--- config.mk ---
export PLATFORM = sky130hd
export DESIGN_NAME = updown_seq_ctrl
export DESIGN_NICKNAME = d
export VERILOG_FILES = /design/src/rtl/updown_seq_ctrl.sv
export SDC_FILE = /design/constraint.sdc
export NUM_CORES = 1
export LEC_CHECK = 0
export BUFFER_PORTS_ARGS = -buffer_cell sky130_fd_sc_hd__buf_4
export CAP_MARGIN = 20
export CORE_ASPECT_RATIO = 1.2
export CORE_MARGIN = 2
export CORE_UTILIZATION = 56
export CTS_BUF_LIST = sky130_fd_sc_hd__clkbuf_2
export DETAILED_ROUTE_END_ITERATION = 7
export GPL_TIMING_DRIVEN = 0
export PLACE_DENSITY_LB_ADDON = 0.25
export SETUP_SLACK_MARGIN = 0.02
export SLEW_MARGIN = 10
export SYNTH_ARGS = -nofsm -noshare
export SYNTH_HDL_FRONTEND = slang
export SYNTH_SLANG_ARGS = --single-unit
--- constraint.sdc ---
create_clock -name clk -period 3.9 [get_ports clk]
set_clock_uncertainty 0.2 [all_clocks]
set_input_delay 0.585 -clock clk [delete_from_list [all_inputs] [get_ports clk]]
set_output_delay 0.585 -clock clk [all_outputs]
set_load 0.005 [all_outputs]
--- src/rtl/updown_seq_ctrl.sv ---
// Command-driven sequencer for a small up/down counter: accepts move-to-target
// or clear commands and drives counter reset/enable/direction one step at a time.
module updown_seq_ctrl #(
    parameter int WIDTH   = 3,
    parameter int DWELL_W = 4
) (
    input  logic               clk,
    input  logic               rst,
    input  logic               cmd_valid,
    output logic               cmd_ready,
    input  logic [WIDTH-1:0]   cmd_target,
    input  logic [DWELL_W-1:0] cmd_dwell,
    input  logic               cmd_clear,
    input  logic               abort,
    output logic               cnt_rst,
    output logic               cnt_step,
    output logic               cnt_dir,
    output logic [WIDTH-1:0]   pos,
    output logic               busy,
    output logic               done
);

    typedef enum logic [2:0] {
        IDLE  = 3'd0,
        CLEAR = 3'd1,
        STEP  = 3'd2,
        WAIT  = 3'd3,
        DONE  = 3'd4
    } state_t;

    localparam logic [DWELL_W-1:0] DWELL_ONE  = 1;
    localparam logic [DWELL_W-1:0] DWELL_ZERO = 0;

    state_t             state;
    state_t             state_nxt;
    logic [WIDTH-1:0]   target;
    logic [DWELL_W-1:0] dwell;
    logic [DWELL_W-1:0] dwell_cnt;
    logic               dir_q;
    logic               accept;
    logic               step_up;
    logic [WIDTH-1:0]   pos_stepped;

    // Never wraps: target is always strictly on the step_up side of pos in STEP.
    function automatic logic [WIDTH-1:0] step_pos(input logic [WIDTH-1:0] p, input logic up);
        return up ? p + 1'b1 : p - 1'b1;
    endfunction

    assign accept      = cmd_valid && (state == IDLE);
    assign step_up     = target > pos;
    assign pos_stepped = step_pos(pos, step_up);

    always_ff @(posedge clk or posedge rst) begin
        if (rst) begin
            state <= IDLE;
        end else begin
            state <= state_nxt;
        end
    end

    always_comb begin
        state_nxt = state;
        case (state)
            IDLE: begin
                if (accept) begin
                    if (cmd_clear)
                        state_nxt = CLEAR;
                    else if (cmd_target == pos)
                        state_nxt = DONE;
                    else
                        state_nxt = STEP;
                end
            end
            CLEAR: state_nxt = DONE;
            STEP: begin
                if (pos_stepped == target)
                    state_nxt = DONE;
                else if (dwell == DWELL_ZERO)
                    state_nxt = STEP;
                else
                    state_nxt = WAIT;
            end
            WAIT: begin
                if (dwell_cnt <= DWELL_ONE)
                    state_nxt = STEP;
            end
            DONE:    state_nxt = IDLE;
            default: state_nxt = IDLE;
        endcase
        if (abort && state != IDLE)
            state_nxt = IDLE;
    end

    // Abort suppresses every strobe in the cycle it is seen; cnt_dir holds otherwise.
    always_comb begin
        cmd_ready = (state == IDLE);
        busy      = (state != IDLE);
        cnt_rst   = 1'b0;
        cnt_step  = 1'b0;
        cnt_dir   = dir_q;
        done      = 1'b0;
        case (state)
            CLEAR: cnt_rst = !abort;
            STEP: begin
                cnt_step = !abort;
                if (!abort)
                    cnt_dir = step_up;
            end
            DONE:    done = !abort;
            default: ;
        endcase
    end

    always_ff @(posedge clk or posedge rst) begin
        if (rst) begin
            pos       <= '0;
            target    <= '0;
            dwell     <= '0;
            dwell_cnt <= '0;
            dir_q     <= 1'b0;
        end else begin
            case (state)
                IDLE: begin
                    if (accept && !cmd_clear) begin
                        target <= cmd_target;
                        dwell  <= cmd_dwell;
                    end
                end
                CLEAR: begin
                    if (!abort)
                        pos <= '0;
                end
                STEP: begin
                    if (!abort) begin
                        pos       <= pos_stepped;
                        dir_q     <= step_up;
                        dwell_cnt <= dwell;
                    end
                end
                WAIT: begin
                    if (!abort)
                        dwell_cnt <= dwell_cnt - 1'b1;
                end
                default: ;
            endcase
        end
    end

endmodule

==> impl_metrics.env, run 1 <==
export IMPL_area_growth_pct=16.9
export IMPL_outcome="completed"
export IMPL_worst_pin_slew_ns=0.682
export IMPL_cellPowerDensity_nw_per_um2=861
export IMPL_rsz0062_at_grt="false"
export IMPL_slew_headroom_pct=54.5
export IMPL_regArea_sq_um=450
export IMPL_cp_slowest_cell="fa_1"
export IMPL_multiInputGateArea_sq_um=602
export IMPL_layout_min_cycle_time_ns=3.29
export IMPL_clockBufferDepth=2
export IMPL_synthDistinctLibCells=36
export IMPL_final_setup_viol_count=0
export IMPL_fin_area_sq_um=1300
export IMPL_gp_congestion=0.800
export IMPL_dp_hpwl_um=1770
export IMPL_syn_area_sq_um=1110
export IMPL_synthTopCellsByArea="dfrtp_1 40%, mux2_2 7.1%, ha_1 5.6%"
export IMPL_rows=17
export IMPL_synth_edff_count=0
export IMPL_hold_slack_ns=0.170
export IMPL_fillers=153
export IMPL_avgSynthCellArea_sq_um=10.1
export IMPL_cts_sinks=18
export IMPL_critPathMaxFanout=4
export IMPL_post_cts_buffers=0
export IMPL_synth_most_common_cell="dfrtp_1"
export IMPL_dr_pass1_iters=4
export IMPL_grt_antenna_before_repair=0
export IMPL_synth_top_cell_area_share_pct=40.4
export IMPL_die_width_um=44.7
export IMPL_clk_latency_ns=0.30
export IMPL_arrival_ns=3.30
export IMPL_critical_path_class="reg -> reg"
export IMPL_period_share_pct=84.4
export IMPL_track_usage_pct=22.1
export IMPL_max_stage_delay_ns=0.45
export IMPL_synth_async_reset_ratio_pct=100
export IMPL_num_vias=889
export IMPL_slew_violations=0
export IMPL_leakagePower_nw=0.629
export IMPL_drtAntennaViolNets=0
export IMPL_setup_worst_path_start_class="register"
export IMPL_grt_first_pass_wirelength_um=3700
export IMPL_antenna_cells=0
export IMPL_cts_buffers=3
export IMPL_wirelength_um=2210
export IMPL_crit_chain="inv_1, ha_1, and2b_1, o311ai_4, inv_1, fa_1, xnor2_2, xnor2_1, xor2_1, or3_4, a311o_1"
export IMPL_layout_nets=153
export IMPL_drv_cap=0
export IMPL_core_area_sq_um=1850
export IMPL_htreeDepth=1
export IMPL_drive_gt1_share_pct=28.6
export IMPL_overflow=0
export IMPL_ctsHoldBuffers=0
export IMPL_drc=0
export IMPL_ys_warn_count=0
export IMPL_ys_top_cells_by_count="18 x dfrtp_1, 12 x inv_1, 7 x a21oi_1, 7 x mux2_2, 7 x o21ai_0"
export IMPL_vias_per_cell=5.85
export IMPL_ir_drop_uv=651
export IMPL_post_synth_top_area_cell="dfrtp_1"
export IMPL_synth_seq_cells=18
export IMPL_synth_nets=128
export IMPL_cp_data_required_time_ns=3.91
export IMPL_min_path_type="in -> async"
export IMPL_placed_cell_area_sq_um=1290
export IMPL_finalHoldViolations=0
export IMPL_drt_wirelength_per_cell_um=14.5
export IMPL_cp_common_cell="inv_1"
export IMPL_ios=21
export IMPL_die_area_sq_um=2370
export IMPL_clkTransAtPathRegs_ns=0.17
export IMPL_max_freq_mhz=304
export IMPL_die_h_um=52.9
export IMPL_drtIter0Drc=16
export IMPL_synth_cells=110
export IMPL_worst_setup_path_end_kind="register"
export IMPL_cts_tree="yes"
export IMPL_start_util_pct=60.2
export IMPL_clockRootBuffer="clkbuf_2"
export IMPL_grt_max_degree=19
export IMPL_grt_pass1_vias=811
export IMPL_port_buffers=20
export IMPL_synth_flop_cell="dfrtp_1"
export IMPL_cts_resized=0
export IMPL_setup_tns_ns=0
export IMPL_ys_seq_area_share_pct=40.4
## where the power goes
part	internal [W]	switching [W]	leakage [nW]	total, W
Sequential	0.000272	0.0000775	0.222	0.000350
Combinational	0.000360	0.000336	0.394	0.000696
Clock	0.0000210	0.0000549	0.0125	0.0000759
Total	0.000654	0.000468	0.629	0.00112
## area by class of cell
type | instances | share of cell area, %
tap | 19 | 1.82
inverter | 12 | 3.45
timing repair buffer | 20 | 11.5
clock buffer | 3 | 1.15
sequential | 18 | 34.5
buffer | 4 | 1.34
multi-input combinational | 76 | 46.2
## flip-flops by register name, indices dropped and copies added (netlist names)
register	flops
dir_q	1
dwell	4
dwell_cnt	4
pos	3
state	3
target	3
## worst max-delay path, delay by kind of cell, from the launching register on
kind,cells,cell delay (ns)
xor gates and xnor gates,3,0.47
AOI/OAI and AO/OA,2,0.60
DFF,1,0.44
adders and majority gates,2,0.76
and+or+nand+nor,2,0.54
buffers and inverters,2,0.19
## per-stage QoR
step | util, % | instances | power [W] | setup WS [ns]
after global routing | 70.5 | 152 | 0.00123 | 0.405
after global placement | 69.6 | 149 | 0.00102 | 0.680
after detailed placement | 69.6 | 149 | 0.00106 | 0.624
after CTS | 70.5 | 152 | 0.00113 | 0.590
final | 70.5 | 152 | 0.00112 | 0.608
after floorplan | - | 110 | 0.000875 | 0.772
## final timing paths
path,start,to,slack [ns],depth (start not counted)
max in group asynchronous,rst,dwell_cnt[3],2.89,2
min in group clk,cmd_dwell[0],dwell[0],0.31,2
worst max register to register,pos[1],state[0],0.61,11
worst max-delay path,pos[1],state[0],0.61,11
worst min-delay path,rst,state[0],0.17,2
worst min register to register,dir_q,dir_q,0.32,2
## logic make-up after synthesis
group | after synthesis | share of synthesized area, %
AOI/OAI and AO/OA | 23 | 14.5
and+or+nand+nor | 32 | 18.1
buffers and inverters | 16 | 5.61
adders and majority gates | 6 | 7.41
DFF | 18 | 40.4
xor gates and xnor gates | 8 | 6.96
muxes | 7 | 7.07
## layer usage
metal	vias up	wire length, um	GRT usage [%]	part of all wire [%]
met5	-	0	0	0
met4	0	25	6.06	1.1
met3	4	64	3.07	2.9
met2	13	1190	38.4	54
met1	432	930	28.2	42
li1	440	-	-	-
## layout by cell type (no fill, tap or decap), types with 2 or more instances in the layout
| master | n |
|---|---|
| nand3_1 | 6 |
| a21oi_1 | 7 |
| xor2_1 | 4 |
| clkbuf_1 | 2 |
| nand2b_1 | 2 |
| dfrtp_1 | 18 |
| nor3_1 | 3 |
| buf_4 | 20 |
| o21ai_0 | 7 |
| inv_1 | 12 |
| buf_2 | 2 |
| nor2_1 | 4 |
| clkbuf_2 | 3 |
| o31ai_1 | 2 |
| xnor2_1 | 3 |
| or4_1 | 2 |
| mux2_2 | 7 |
| nand2_1 | 5 |
| ha_1 | 5 |
Power figures use the tool's default switching activity.
==> run 2, diff against run 1 <==
--- a/config.mk
+++ b/config.mk
@@ -9,7 +9,7 @@
 export CAP_MARGIN = 20
 export CORE_ASPECT_RATIO = 1.2
 export CORE_MARGIN = 2
-export CORE_UTILIZATION = 56
+export CORE_UTILIZATION = 51
 export CTS_BUF_LIST = sky130_fd_sc_hd__clkbuf_2
 export DETAILED_ROUTE_END_ITERATION = 7
 export GPL_TIMING_DRIVEN = 0
==> constraint.sdc (replaced) <==
create_clock -name clk -period 2.92 [get_ports clk]
set_clock_uncertainty 0.2 [all_clocks]
set_input_delay 0.438 -clock clk [delete_from_list [all_inputs] [get_ports clk]]
set_output_delay 0.438 -clock clk [all_outputs]
set_load 0.005 [all_outputs]
==> run 2 against run 1 <==
  * The run now ends with setup timing left
  * Sequential power grew 35%
  * Sequential cell count unchanged
  * Register-to-register slack worse by 0.66 ns
  * Global-route usage decreased by 0.70 points
  * Utilization fell by 4.0 points
  * Critical path depth did not move
  * Sequential share of layout area fell by 1.8 points
  * Clock power up 45%
  * Final cell count up 11%
  * First-iteration DRC count rose by 50%
  * Critical endpoint unchanged
==> impl_metrics.env, run 2 (synthesized netlist as in run 1, its figures left out) <==
export IMPL_outcome="complete, but fails checks"
export IMPL_violations="setup timing"
export IMPL_dp_hpwl_um=1760
export IMPL_antenna_cells=0
export IMPL_drv_cap=0
export IMPL_final_util_pct=66.5
export IMPL_crit_chain="inv_2, ha_1, or2_4, o311ai_4, inv_2, fa_2, xnor2_2, xnor2_1, xor2_1, or3_4, a311o_1"
export IMPL_rows=18
export IMPL_setup_tns_ns=-0.0784
export IMPL_ir_drop_uv=853
export IMPL_drive_gt1_share_pct=35.3
export IMPL_port_buffers=20
export IMPL_slew_headroom_pct=54.5
export IMPL_grt_max_degree=19
export IMPL_start_util_pct=53.8
export IMPL_finalWorstSetupSlack_ns=-0.0476
export IMPL_layout_min_cycle_time_ns=2.97
export IMPL_drtIter0Drc=24
export IMPL_critPathMaxFanout=5
export IMPL_gp_congestion=0.791
export IMPL_cellPowerDensity_nw_per_um2=1180
export IMPL_vias_per_cell=5.36
export IMPL_reg_top3="dwell (4), dwell_cnt (4)"
export IMPL_clkTransAtPathRegs_ns=0.17
export IMPL_drc=0
export IMPL_ios=21
export IMPL_die_h_um=55.2
export IMPL_overflow=0
export IMPL_clockBufferDepth=2
export IMPL_grt_pass1_vias=922
export IMPL_cp_common_cell="inv_2"
export IMPL_area_growth_pct=23.6
export IMPL_cp_slowest_cell="dfrtp_2"
export IMPL_critical_path_class="reg -> reg"
export IMPL_max_freq_mhz=337
export IMPL_num_vias=905
export IMPL_cts_tree="yes"
export IMPL_die_width_um=46.7
export IMPL_final_setup_viol_count=2
export IMPL_final_cell_mix="25 x buf_4, 17 x dfrtp_1, 9 x inv_1"
export IMPL_worst_setup_path_end_kind="register"
export IMPL_track_usage_pct=21.4
export IMPL_clk_latency_ns=0.31
export IMPL_setup_worst_path_start_class="register"
export IMPL_die_area_sq_um=2580
export IMPL_layout_nets=158
export IMPL_cts_sinks=18
export IMPL_grt_antenna_before_repair=0
export IMPL_cp_data_required_time_ns=2.94
export IMPL_max_stage_delay_ns=0.45
export IMPL_wirelength_um=2300
export IMPL_drt_wirelength_per_cell_um=13.6
export IMPL_cts_buffers=3
export IMPL_place_ws_ns=-0.217
export IMPL_finalHoldViolations=0
export IMPL_drtAntennaViolNets=0
export IMPL_arrival_ns=2.99
export IMPL_min_path_type="in -> async"
export IMPL_leakagePower_nw=0.652
export IMPL_slew_violations=0
export IMPL_grt_first_pass_wirelength_um=4040
export IMPL_worst_pin_slew_ns=0.682
export IMPL_clockRootBuffer="clkbuf_2"
export IMPL_core_area_sq_um=2070
export IMPL_htreeDepth=1
export IMPL_final_common_cell="buf_4"
export IMPL_dr_pass1_iters=3
export IMPL_period_share_pct=102
export IMPL_rsz0062_at_grt="true"
==> run 2: through the flow <==
step	hold WS, ns	cell area (sq um)	total power, W	cells
finish	0.00181	1380	0.00163	169
CTS	0.0223	1370	0.00162	168
global placement	0.278	1320	0.00140	160
floorplan	0.177	1130	0.00120	110
global route	0.0416	1380	0.00177	169
detailed placement	0.281	1320	0.00145	160
==> run 2: area by class of cell <==
| cell class | instances | area, sq um |
|---|---|---|
| plain buffers | 4 | 17.5 |
| clock buffers | 3 | 15.0 |
| clock inverters | 1 | 3.75 |
| fillers | 196 | 694 |
| inverters | 12 | 45.0 |
| multi-input cells | 76 | 619 |
| flip-flops and latches | 18 | 452 |
| well taps | 30 | 37.5 |
| repair buffers | 25 | 188 |
==> run 2: path summary, 6_finish.rpt <==
| check | startpoint | endpoint | slack [ns] | cells past startpoint |
|---|---|---|---|---|
| setup reg to reg | pos[2] | state[0] | -0.05 | 11 |
| hold / removal | rst | pos[1] | 0.002 | 2 |
| hold reg to reg | dir_q | dir_q | 0.33 | 2 |
| setup / recovery | pos[2] | state[0] | -0.05 | 11 |
| max in group asynchronous | rst | pos[2] | 2.05 | 2 |
| min in group clk | cmd_dwell[0] | dwell[0] | 0.15 | 2 |
==> run 2: what timing repair did <==
action	CTS	global route
setup buffers	4	1
cloned	0	0
resized for setup	1	1
endpoints found under the hold margin	0	0
pin swaps	2	3
hold buffers	0	0
setup endpoints to repair	3	3
==> run 2: layer usage <==
layer	up-vias	track usage [%]	share of wire [%]
met4	0	7.94	1.8
li1	444	-	-
met1	440	27.1	42
met5	-	0	0
met3	5	3.27	2.6
met2	16	35.5	53
==> run 2: critical path, delay by kind of cell (launching register included) <==
kind / cells / cell delay [ns]
AOI/OAI and AO/OA: 2 / 0.39
xor gates and xnor gates: 3 / 0.42
adders and majority gates: 2 / 0.70
buffers and inverters: 2 / 0.11
DFF: 1 / 0.45
and+or+nand+nor: 2 / 0.60
==> run 2: report_power, final <==
group / leakage [nW] / switching [W] / internal [W]
logic: 0.417 / 0.000482 / 0.000565
clock network: 0.0140 / 0.0000804 / 0.0000298
registers: 0.221 / 0.000107 / 0.000365
total: 0.652 / 0.000669 / 0.000959
